==> config.mk <==
export PLATFORM = sky130hd
export DESIGN_NAME = mux4_rr_arbiter
export DESIGN_NICKNAME = d
export VERILOG_FILES = /design/src/rtl/mux_arb_pkg.sv /design/src/rtl/mux_4x1_nbits.sv /design/src/rtl/rr_pick_4.sv /design/src/rtl/mux4_rr_arbiter.sv
export SDC_FILE = /design/constraint.sdc
export NUM_CORES = 1
export LEC_CHECK = 0
export ABC_AREA = 1
export CORE_ASPECT_RATIO = 1.4
export CORE_UTILIZATION = 35
export DETAILED_ROUTE_END_ITERATION = 7
export PLACE_DENSITY = 0.74
export SETUP_SLACK_MARGIN = 0.02
export SYNTH_ARGS = -nofsm -noshare
export SYNTH_HDL_FRONTEND = slang
export SYNTH_SLANG_ARGS = --single-unit
==> constraint.sdc <==
create_clock -name clk -period 1.4 [get_ports clk]
set_input_delay 0.42 -clock clk [delete_from_list [all_inputs] [get_ports clk]]
set_output_delay 0.42 -clock clk [all_outputs]
set_load 0.03 [all_outputs]
==> src/rtl/mux_arb_pkg.sv <==
// Shared encodings for the 4-requester round-robin word arbiter.
package mux_arb_pkg;
  localparam int N_REQ = 4;

  typedef enum logic [1:0] {
    ST_IDLE = 2'd0,
    ST_LOAD = 2'd1,
    ST_SEND = 2'd2
  } state_e;
endpackage

==> src/rtl/mux_4x1_nbits.sv <==
// Plain 4:1 word mux; select index is {s1,s0}.
module mux_4x1_nbits #(
  parameter int bits = 16
) (
  input  logic [bits-1:0] x0,
  input  logic [bits-1:0] x1,
  input  logic [bits-1:0] x2,
  input  logic [bits-1:0] x3,
  input  logic            s0,
  input  logic            s1,
  output logic [bits-1:0] y
);
  always_comb begin
    unique case ({s1, s0})
      2'd0:    y = x0;
      2'd1:    y = x1;
      2'd2:    y = x2;
      default: y = x3;
    endcase
  end
endmodule

==> src/rtl/rr_pick_4.sv <==
// Combinational round-robin picker: first set request scanning upward from ptr.
module rr_pick_4
  import mux_arb_pkg::*;
(
  input  logic [N_REQ-1:0] req,
  input  logic [1:0]       ptr,
  output logic [1:0]       winner,
  output logic             any
);
  always_comb begin
    logic [1:0] idx;
    idx    = '0;
    winner = '0;
    // Scan from the farthest slot down so the nearest set request wins last.
    for (int k = N_REQ - 1; k >= 0; k--) begin
      idx = ptr + 2'(k);
      if (req[idx]) winner = idx;
    end
  end

  assign any = |req;
endmodule

==> src/rtl/mux4_rr_arbiter.sv <==
// Round-robin arbiter sharing one 4:1 word mux among four requesters, with a
// single-entry valid/ready output buffer and bounded bursts per grant.
module mux4_rr_arbiter
  import mux_arb_pkg::*;
#(
  parameter int bits  = 16,
  parameter int BURST = 4
) (
  input  logic             clk,
  input  logic             rst,
  input  logic [N_REQ-1:0] req,
  input  logic [bits-1:0]  x0,
  input  logic [bits-1:0]  x1,
  input  logic [bits-1:0]  x2,
  input  logic [bits-1:0]  x3,
  input  logic             out_ready,
  output logic [N_REQ-1:0] gnt,
  output logic             s0,
  output logic             s1,
  output logic [bits-1:0]  out_data,
  output logic             out_valid,
  output logic             busy
);
  localparam int            CW      = $clog2(BURST + 1);
  localparam logic [CW:0]   BURST_W = (CW + 1)'(BURST);

  state_e           state_q, state_d;
  logic [1:0]       ptr_q, ptr_d;
  logic [1:0]       win_q, win_d;
  logic [CW-1:0]    cnt_q, cnt_d;
  logic [CW:0]      cnt_inc;
  logic [N_REQ-1:0] gnt_q, gnt_d;
  logic [bits-1:0]  data_q, data_d;
  logic             valid_q, valid_d;
  logic [1:0]       pick;
  logic             pick_any;
  logic [bits-1:0]  mux_y;

  rr_pick_4 u_pick (
    .req    (req),
    .ptr    (ptr_q),
    .winner (pick),
    .any    (pick_any)
  );

  mux_4x1_nbits #(.bits(bits)) u_mux (
    .x0 (x0),
    .x1 (x1),
    .x2 (x2),
    .x3 (x3),
    .s0 (win_q[0]),
    .s1 (win_q[1]),
    .y  (mux_y)
  );

  assign cnt_inc = {1'b0, cnt_q} + (CW + 1)'(1);

  always_comb begin
    state_d = state_q;
    ptr_d   = ptr_q;
    win_d   = win_q;
    cnt_d   = cnt_q;
    gnt_d   = gnt_q;
    data_d  = data_q;
    valid_d = valid_q;
    unique case (state_q)
      ST_IDLE: begin
        if (pick_any) begin
          gnt_d   = N_REQ'(1) << pick;
          win_d   = pick;
          cnt_d   = '0;
          state_d = ST_LOAD;
        end
      end
      ST_LOAD: begin
        data_d  = mux_y;
        valid_d = 1'b1;
        state_d = ST_SEND;
      end
      ST_SEND: begin
        if (out_ready) begin
          cnt_d   = cnt_inc[CW-1:0];
          valid_d = 1'b0;
          // A dropped request still gets its captured word; only the next one is skipped.
          if (req[win_q] && (cnt_inc < BURST_W)) begin
            state_d = ST_LOAD;
          end else begin
            gnt_d   = '0;
            ptr_d   = win_q + 2'd1;
            state_d = ST_IDLE;
          end
        end
      end
      default: state_d = ST_IDLE;
    endcase
  end

  always_ff @(posedge clk or posedge rst) begin
    if (rst) begin
      state_q <= ST_IDLE;
      ptr_q   <= '0;
      win_q   <= '0;
      cnt_q   <= '0;
      gnt_q   <= '0;
      data_q  <= '0;
      valid_q <= 1'b0;
    end else begin
      state_q <= state_d;
      ptr_q   <= ptr_d;
      win_q   <= win_d;
      cnt_q   <= cnt_d;
      gnt_q   <= gnt_d;
      data_q  <= data_d;
      valid_q <= valid_d;
    end
  end

  assign gnt       = gnt_q;
  assign s0        = win_q[0];
  assign s1        = win_q[1];
  assign out_data  = data_q;
  assign out_valid = valid_q;
  assign busy      = (state_q != ST_IDLE);
endmodule

Yosys cells after proc, flatten, opt, wreduce, memory -nomap -nowiden
Index checks and enable logic that the tools add are counted.

Bits in registers: 30. Latch bits: 0. Memory bits (writable): 0. Memory bits (read-only): 0. Output and inout bits: 24. Word-level logic and storage cells: 68. Memories: 0.

$add $sub $neg: 5. Multiply operators: 0. Divide/modulo/power cells: 0. $lt $le $gt $ge: 6. Equality and inequality tests: 7. Shift-type cells: 1. Muxes and demuxes: 28. Bitwise operators: 1. Reductions and logical operators: 13.

Operator list (count): one-hot mux 16 bit (3 select lines) (1); less-than comparator 2 x 3 -> 1 bit (second input constant) (5); 2-to-1 mux 2 bit (6); 2-to-1 mux 4 bit (3); binary-select mux 1 bit (select 2 bit) (5); one-hot mux 4 bit (2 select lines) (1); 2-to-1 mux 1 bit (7); 2-to-1 mux 3 bit (2); inequality test 2 bit (second input constant) (3); one-hot mux 2 bit (3 select lines) (1); one-hot mux 3 bit (2 select lines) (1); AND reduction 2 bit (3); AND reduction 3 bit (2); nonzero test 2 bit (3); adder 2 x 1 -> 2 bit (second input constant) (2); adder 2 bit (second input constant) (2); adder 3 x 1 -> 4 bit (second input constant) (1); equality test 2 x 1 -> 1 bit (second input constant) (2); equality test 2 bit (second input constant) (2); logical NOT 2 bit (2); less-than comparator 4 x 3 -> 1 bit (second input constant) (1); AND reduction 4 bit (1); OR reduction 4 bit (1); << shifter 1 x 2 -> 4 bit (first input constant) (1); other kinds (3) (3).

Logic depth before layout (Yosys ltp)
Gate-level depths: netlist (run 1).

Depth in word-level cells: 10. Depth in mapped cells: 10. Gate-level depth less buffers: 10.

Modules after synthesis
Synthesis (run 1) repeated with hierarchy kept, for this count alone.

Cells, all modules: 262. Area total of the unflattened synthesis: 2043.2 um2.

By module, submodules not included: mux4_rr_arbiter (instances 1, cells an instance 122, area an instance 1330.0 um2, seq. area each 750.7 um2); mux_4x1_nbits (instances 1, cells an instance 94, area an instance 524.3 um2, seq. area each 0.0 um2); rr_pick_4 (instances 1, cells an instance 46, area an instance 188.9 um2, seq. area each 0.0 um2).

Least setup slack after synthesis (run 1)
OpenSTA, ideal clock, no wires.

Kind: register -> register. From: reg win_q[0]. To: reg data_q[10] (netlist: out_data[10]). Arrival time: 1558 ps. Path slack: -281 ps. Cell stages (with the launch flop): 9. Buffers on the path: 2. Period minus slack after synthesis: 1681 ps. Cell sequence: dfrtp_1 inv_1 ha_1 clkbuf_1 buf_2 a21oi_1 a31oi_1 o21ai_0 nand2_1.

Cells in the longest elaborated chain, start to end: 2. Elaborated cells on any way between the ends: 4. Classes of those cells: eq/ne (2); mux (1); reduce/logical (1).

Ends and longest elaborated chain: from (decl) (RTL line mux4_rr_arbiter.sv:29) `logic [1:0] win_q, win_d;`; from (signal assigned) (RTL line mux4_rr_arbiter.sv:110) `win_q <= win_d;`; equality test 2 bit (tied with other cells) (RTL line mux_4x1_nbits.sv:14) `unique case ({s1, s0})`; one-hot mux 16 bit (3 select lines) * (RTL line mux_4x1_nbits.sv:14); to (signal assigned) (RTL line mux4_rr_arbiter.sv:113) `data_q <= data_d;`; to (decl) (RTL line mux4_rr_arbiter.sv:33) `logic [bits-1:0] data_q, data_d;`.

Mark *: on every way between the ends. The rest lies on a longest branch, timed or not. A chain may end at the register's enable or synchronous reset.

Worst setup path after layout (run 1)
From: reg win_q[1]. To: out s1.

RTL lines: to (decl) (RTL line mux4_rr_arbiter.sv:19) `output logic s1,`.

No word-level cell between the ends.

==> implementation parameters, run 1 <==
Parameter                              Value

Placed design
  Placed Area    3073 sq um
  Final weighted congestion of routability-driven global placement    0.8660
  IO buf count    94
  Final HPWL from detailed placement    4376 um
  Total instance count after detailed placement    435

Layout
  Diode insertion count for antenna repair    0
  Number of nets in the finished design    468
  Fin cells    459
  Share of cells above drive strength 1    0.3562
  Synthesis-to-finish area growth    90.26%
  Post-route cell area    3592 sq um
  Highest-count cells in the layout ignoring fill and taps    sky130_fd_sc_hd__nand2_1 (90), sky130_fd_sc_hd__clkdlybuf4s50_1 (66), sky130_fd_sc_hd__buf_4 (42)
  Most common library cell in the layout ignoring fill and taps    sky130_fd_sc_hd__nand2_1
  Number of inserted filler cells in the final layout    426

Synthesis
  Multiplexer fraction of the synthesized cell area    0.005302
  Fraction of the mapped netlist area in compound gates    0.1889
  Post-synthesis register bit count    30
  Total nets after synthesis    342
  Number of flops mapped to enable cells by yosys    0
  Share of the synthesized area in the top cell type    0.3976
  Average cell area after synthesis    7.098 sq um
  Adder and majority cell fraction of the synthesized area    0.03313
  Simple-gate portion of the synthesized area    0.2856
  Most instantiated flip-flop cell in the synthesis netlist    sky130_fd_sc_hd__dfrtp_1
  Area leader, netlist    sky130_fd_sc_hd__dfrtp_1
  Share of synthesized area occupied by flip-flops and latches    0.3976
  Yosys warning count    0
  Post-Synthesis Cell Area    1888 sq um
  Ys async rst share    1.000
  Cells taking the most area after synthesis    sky130_fd_sc_hd__dfrtp_1 (40%), sky130_fd_sc_hd__nand2_1 (19%), sky130_fd_sc_hd__a21oi_1 (5.6%)
  Cell variety after synth    26
  Main combinational cell family by area after synthesis    simple AND/OR/NAND/NOR gates
  Post-synthesis share of cell area spent on xor and xnor gates    0.004639
  Synth Instances    266

Global routing
  Pin count of the biggest net entering global routing    34
  Initial antenna violation count    0
  Vias in the first global route    2,246
  First-pass GRT wire length    9991 um
  Leftover overflow at the end of global routing    0
  Global routing usage summed across all routing layers    0.2291

Worst setup path
  Register-to-Register Path Depth    7
  Critical path launch point type    flip-flop
  Kind of critical path    flip-flop to output port
  Register-to-register setup slack    0 ns
  Capture point of the worst reg-to-reg path    out_data[8]
  Crit-path max FO    4
  Startpoint of the most critical register-to-register path    win_q[1]
  Arr. time, crit path    1.01 ns
  Endpoint type of the worst setup path    output port
  Data required time at the worst endpoint    0.98 ns

STA
  Minimum clock period after layout    1.432 ns
  Setup Viol. Count Final    5
  Fin worst setup slack    -0.03234 ns
  Final count of pins violating max slew    0
  Max-Slew Margin vs Limit    0.8504
  Setup repair after global routing missed its margin    yes
  Sum of negative setup slack    -0.06973 ns
  Setup clock skew after layout    0.01091 ns
  Ratio of final minimum period to clock period    1.023
  Worst-Margin Slew    0.2244 ns
  Max frequency    0.6982 GHz
  Hold Fails Final Rpt    0

Flow run
  Count of max-cap constraint violations    0

Drt
  DR WL/cell    13.78 um
  Routed wl met3    362 um
  Starting DRC count in detailed routing    95
  Remaining design rule violation count    0
  Post-route met1 wirelength    2503 um
  DR WL met2    3377 um
  Top layer used by detailed routing    met4
  DR pass1 iterations    4
  Vias    2,289
  Post-route antenna net violation count    0
  Post-Route WL    6324 um
  Vias per inst    4.987

Die
  Area enclosed by the die boundary    5697 sq um
  Core Rows    31
  Overall die height    88.91 um
  Die span in x    64.08 um
  Number of top-level pins    95
  Initial core utilization    0.3633
  Placeable core area    5197 sq um

Clocking
  Clock tree from TritonCTS    yes
  Register clock-pin slew on the reported worst setup and hold paths    0.07 ns
  Insertion delay of the later-clocked pin in the worst-skew pair    0.28 ns
  Total CTS buffers    5
  Total number of clock tree sinks    30
  Number of levels in the clock H-tree    2
  Master cell of the clock root buffer    sky130_fd_sc_hd__clkbuf_8
  Longest Clk Path Bufs    2
  Number of buffers added to fix hold violations after cts    0

Power and ir drop
  Worst VDD drop    1347 uV
  Static power due to leakage    1.674 nW
  Cell Pwr Density    2231 nW/um^2

Run status
  Outcome    finished with violations
  Violations in the final reports    setup timing

Worst hold path
  Hold crit path type    primary input to async pin
## routing by layer
layer,vias to the layer above,track usage
li1,1130,-
met1,1078,0.2492
met2,73,0.4371
met3,8,0.05740
met4,0,0.06405
met5,-,0
## flip-flops by register name (all words and copies together) (netlist names)
| name | count |
|---|---|
| out_data | 16 |
| gnt | 4 |
| cnt_q | 3 |
| ptr_q | 2 |
| state_q | 2 |
| win_q | 2 |
| out_valid | 1 |
## worst max-delay path: stages, from the launching register on
cell and delay, ns:
sky130_fd_sc_hd__dfrtp_2 0.46, sky130_fd_sc_hd__buf_6 0.14, sky130_fd_sc_hd__buf_6 0.13
## where the power goes
part / total [mW] / leakage [nW] / internal, mW / switching, mW
registers: 1.56 / 0.373 / 1.27 / 0.294
logic: 5.37 / 1.23 / 2.43 / 2.94
clock network: 1.09 / 0.0714 / 0.759 / 0.326
total: 8.01 / 1.67 / 4.46 / 3.56
## through the flow
stage,total power [mW],setup WS (ns),util,hold WS [ns]
floorplan,4.345,-0.03108,-,0.4630
global placement,5.939,-0.3808,0.5912,0.4622
detailed placement,5.994,-0.4243,0.5912,0.4665
CTS,7.617,-0.04026,0.6560,0.3421
global route,8.616,-0.1215,0.6911,0.3536
finish,8.015,-0.03234,0.6911,0.3420
## Yosys cell counts (2+ instances only)
cell type,n
sky130_fd_sc_hd__a21oi_1,21
sky130_fd_sc_hd__clkbuf_2,2
sky130_fd_sc_hd__nand3_1,8
sky130_fd_sc_hd__dfrtp_1,30
sky130_fd_sc_hd__clkbuf_1,3
sky130_fd_sc_hd__o21ai_1,9
sky130_fd_sc_hd__buf_2,6
sky130_fd_sc_hd__ha_1,5
sky130_fd_sc_hd__nand2_2,9
sky130_fd_sc_hd__a31oi_1,16
sky130_fd_sc_hd__nor2_2,2
sky130_fd_sc_hd__nand3_2,3
sky130_fd_sc_hd__nor2_1,5
sky130_fd_sc_hd__nand2_1,95
sky130_fd_sc_hd__inv_1,19
sky130_fd_sc_hd__o21ai_0,16
sky130_fd_sc_hd__nand4_1,4
sky130_fd_sc_hd__inv_2,5
## what timing repair did
| action | in CTS | in global routing |
|---|---|---|
| buffers inserted | 11 | 3 |
| pin swaps | 12 | 36 |
| endpoints found under the setup margin | 29 | 29 |
| gates resized for setup | 37 | 35 |
| gates cloned | 1 | 1 |
## cell families after synthesis
| family | Yosys count |
|---|---|
| muxes | 1 |
| DFF | 30 |
| AOI/OAI and AO/OA | 65 |
| buffers and inverters | 38 |
| adders and majority gates | 5 |
| xor gates and xnor gates | 1 |
| and+or+nand+nor | 126 |
## how the worst max path moves through the flow
stage / start / end / slack [ns] / cells past startpoint
2_1_floorplan: win_q[0] / out_data[1] / -0.03 / 8
3_3_place_gp: req[3] / gnt[0] / -0.38 / 10
3_5_place_dp: req[3] / gnt[0] / -0.42 / 10
4_1_cts: state_q[1] / busy / -0.04 / 3
5_1_grt: cnt_q[0] / gnt[1] / -0.12 / 7
6_report: win_q[1] / s1 / -0.03 / 2
## final cells by class
type / count / area (sq um) / share of cell area
repair buffers: 132 / 1328 / 0.3696
well taps: 66 / 82.58 / 0.02299
clock inverters: 2 / 60.06 / 0.01672
flip-flops and latches: 30 / 754.5 / 0.2100
multi-input cells: 198 / 1185 / 0.3299
inverters: 25 / 100.1 / 0.02786
clock buffers: 6 / 82.58 / 0.02299
Power figures use the tool's default switching activity.
==> inputs of run 2 (changes only) <==
Settings changed: SLEW_MARGIN set to 20.
==> results of run 2 <==
No change in the layout: final DEF, timing and power equal those of run 1.
==> inputs of run 3 (changes only) <==
Settings changed: CORE_UTILIZATION 35 to 36, PLACE_DENSITY 0.74 to 0.76.
==> run 3 against run 2 <==
The flow still finishes with violations (setup timing). Combinational power is 6.0% higher. Critical endpoint is now gnt[0]. Worst hold slack better by 0.13 ns. Cell area is 1.5% higher. Core utilization is 4.5 points higher. Maximum frequency is 3.6% lower. Via count is 4.3% higher. Clock power is 40% lower. Sequential power hardly changed. Count of clock-buffer cells in the layout stayed put. Sequential cell count stayed put. Routed wire length is 8.4% higher. Non-clock buffer count is 5 higher. Highest routed layer unchanged.
==> implementation parameters, run 3 (same netlist as run 1, synthesis figures left out) <==
Parameter                              Value

Run status
  Outcome    finished with violations
  Violations in the final reports    setup timing

Global routing
  Global routing usage summed across all routing layers    0.2275
  Initial antenna violation count    0
  Pin count of the biggest net entering global routing    33
  Vias in the first global route    2,263
  First-pass GRT wire length    9832 um
  Leftover overflow at the end of global routing    0

Placed design
  Post-Place Setup Slack    -0.4773 ns
  Total instance count after detailed placement    436
  Placed Area    3080 sq um
  IO buf count    94
  Final weighted congestion of routability-driven global placement    0.8505
  Final HPWL from detailed placement    4486 um

Die
  Number of top-level pins    95
  Placeable core area    4955 sq um
  Core Rows    30
  Overall die height    87.69 um
  Die span in x    63.21 um
  Initial core utilization    0.3811
  Area enclosed by the die boundary    5542 sq um

Layout
  Post-Route Utilization    0.7361
  Post-route cell area    3647 sq um
  Share of cells above drive strength 1    0.3844
  Most common library cell in the layout ignoring fill and taps    sky130_fd_sc_hd__nand2_1
  Diode insertion count for antenna repair    0
  Number of inserted filler cells in the final layout    385
  Number of nets in the finished design    473
  Largest register FFs    16
  Highest-count cells in the layout ignoring fill and taps    sky130_fd_sc_hd__nand2_1 (92), sky130_fd_sc_hd__clkdlybuf4s50_1 (66), sky130_fd_sc_hd__buf_4 (45)
  Fin cells    462
  Synthesis-to-finish area growth    93.17%

Worst setup path
  Critical path launch point type    flip-flop
  Endpoint type of the worst setup path    flip-flop
  Data required time at the worst endpoint    1.62 ns
  Kind of critical path    flip-flop to flip-flop
  Arr. time, crit path    1.71 ns
  Crit-path max FO    4

STA
  Max frequency    0.6727 GHz
  Setup Viol. Count Final    25
  Setup repair after global routing missed its margin    yes
  Ratio of final minimum period to clock period    1.062
  Minimum clock period after layout    1.486 ns
  Final count of pins violating max slew    0
  Fin worst setup slack    -0.08647 ns
  Sum of negative setup slack    -1.120 ns
  Worst-Margin Slew    0.2134 ns
  Hold Fails Final Rpt    0
  Max-Slew Margin vs Limit    0.8573
  Worst-case hold slack    0.4733 ns
  Setup clock skew after layout    0.004919 ns

Clocking
  Clock tree from TritonCTS    yes
  Number of levels in the clock H-tree    2
  Number of buffers added to fix hold violations after cts    0
  Register clock-pin slew on the reported worst setup and hold paths    0.06 ns
  Master cell of the clock root buffer    sky130_fd_sc_hd__clkbuf_8
  Insertion delay of the later-clocked pin in the worst-skew pair    0.28 ns
  Longest Clk Path Bufs    2
  Total number of clock tree sinks    30
  Total CTS buffers    5

Worst hold path
  Hold crit path type    flip-flop to flip-flop

Drt
  DR pass1 iterations    5
  Post-route antenna net violation count    0
  Vias    2,387
  Starting DRC count in detailed routing    106
  Post-Route WL    6854 um
  Vias per inst    5.167
  DR WL/cell    14.84 um
  Remaining design rule violation count    0

Flow run
  Count of max-cap constraint violations    0

Power and ir drop
  Static power due to leakage    1.691 nW
  Tot Pwr    7.920 mW
  Cell Pwr Density    2172 nW/um^2
  Worst VDD drop    1693 uV
## run 3: changes by cell type in the layout (fill, tap and decap cells not counted), moves of 3 or more
cell | previous run | this run
sky130_fd_sc_hd__o21ai_1 | 16 | 5
sky130_fd_sc_hd__o21ai_2 | 6 | 16
sky130_fd_sc_hd__clkbuf_16 | 1 | 4
sky130_fd_sc_hd__clkinv_2 | 0 | 3
sky130_fd_sc_hd__buf_4 | 42 | 45
## run 3: final timing paths
| check | startpoint | end | slack (ns) | cells after the start |
|---|---|---|---|---|
| worst max-delay path | cnt_q[0] | gnt[0] | -0.09 | 7 |
| worst min-delay path | out_data[10] | out_data[10] | 0.47 | 2 |
| worst max register to register | cnt_q[0] | gnt[0] | -0.09 | 7 |
| worst min register to register | out_data[10] | out_data[10] | 0.47 | 2 |
| max in group asynchronous | rst | win_q[0] | 0.75 | 3 |
| min in group asynchronous | rst | out_data[6] | 0.48 | 3 |
## run 3: what timing repair did
item	4_1_cts	5_1_grt
gates cloned	0	4
pin swaps	15	43
setup endpoints to repair	27	31
buffers inserted	5	9
resized for setup	36	50
## run 3: worst max-delay path: stages, from the launching register on
cell                      delay [ns]
sky130_fd_sc_hd__dfrtp_1        0.39
sky130_fd_sc_hd__ha_2           0.19
sky130_fd_sc_hd__xor2_1         0.15
sky130_fd_sc_hd__inv_1          0.10
sky130_fd_sc_hd__nand4_1        0.21
sky130_fd_sc_hd__o21ai_2        0.25
sky130_fd_sc_hd__nand2_1        0.08
sky130_fd_sc_hd__nand2_1        0.07
## run 3: report_power, final
| group | internal (mW) | total, mW | leakage [nW] | switching (mW) |
|---|---|---|---|---|
| combinational | 2.59 | 5.69 | 1.27 | 3.10 |
| sequential | 1.27 | 1.58 | 0.374 | 0.307 |
| clock | 0.344 | 0.659 | 0.0450 | 0.315 |
| total | 4.20 | 7.92 | 1.69 | 3.72 |
## run 3: layout make-up
cell class,instances,area (sq um),area share
timing repair buffer,137,1389,0.3808
multi-input combinational,198,1236,0.3389
sequential,30,753.2,0.2065
inverter,25,106.4,0.02916
tap,64,80.08,0.02196
clock buffer,6,72.57,0.01990
clock inverter,2,10.01,0.002744
## run 3: per-layer routing
layer / up-vias / share of wire / GRT usage
met5: - / 0 / 0
met4: 0 / 0.034 / 0.1012
met3: 27 / 0.074 / 0.06771
met2: 105 / 0.51 / 0.4135
li1: 1136 / - / -
met1: 1119 / 0.38 / 0.2431
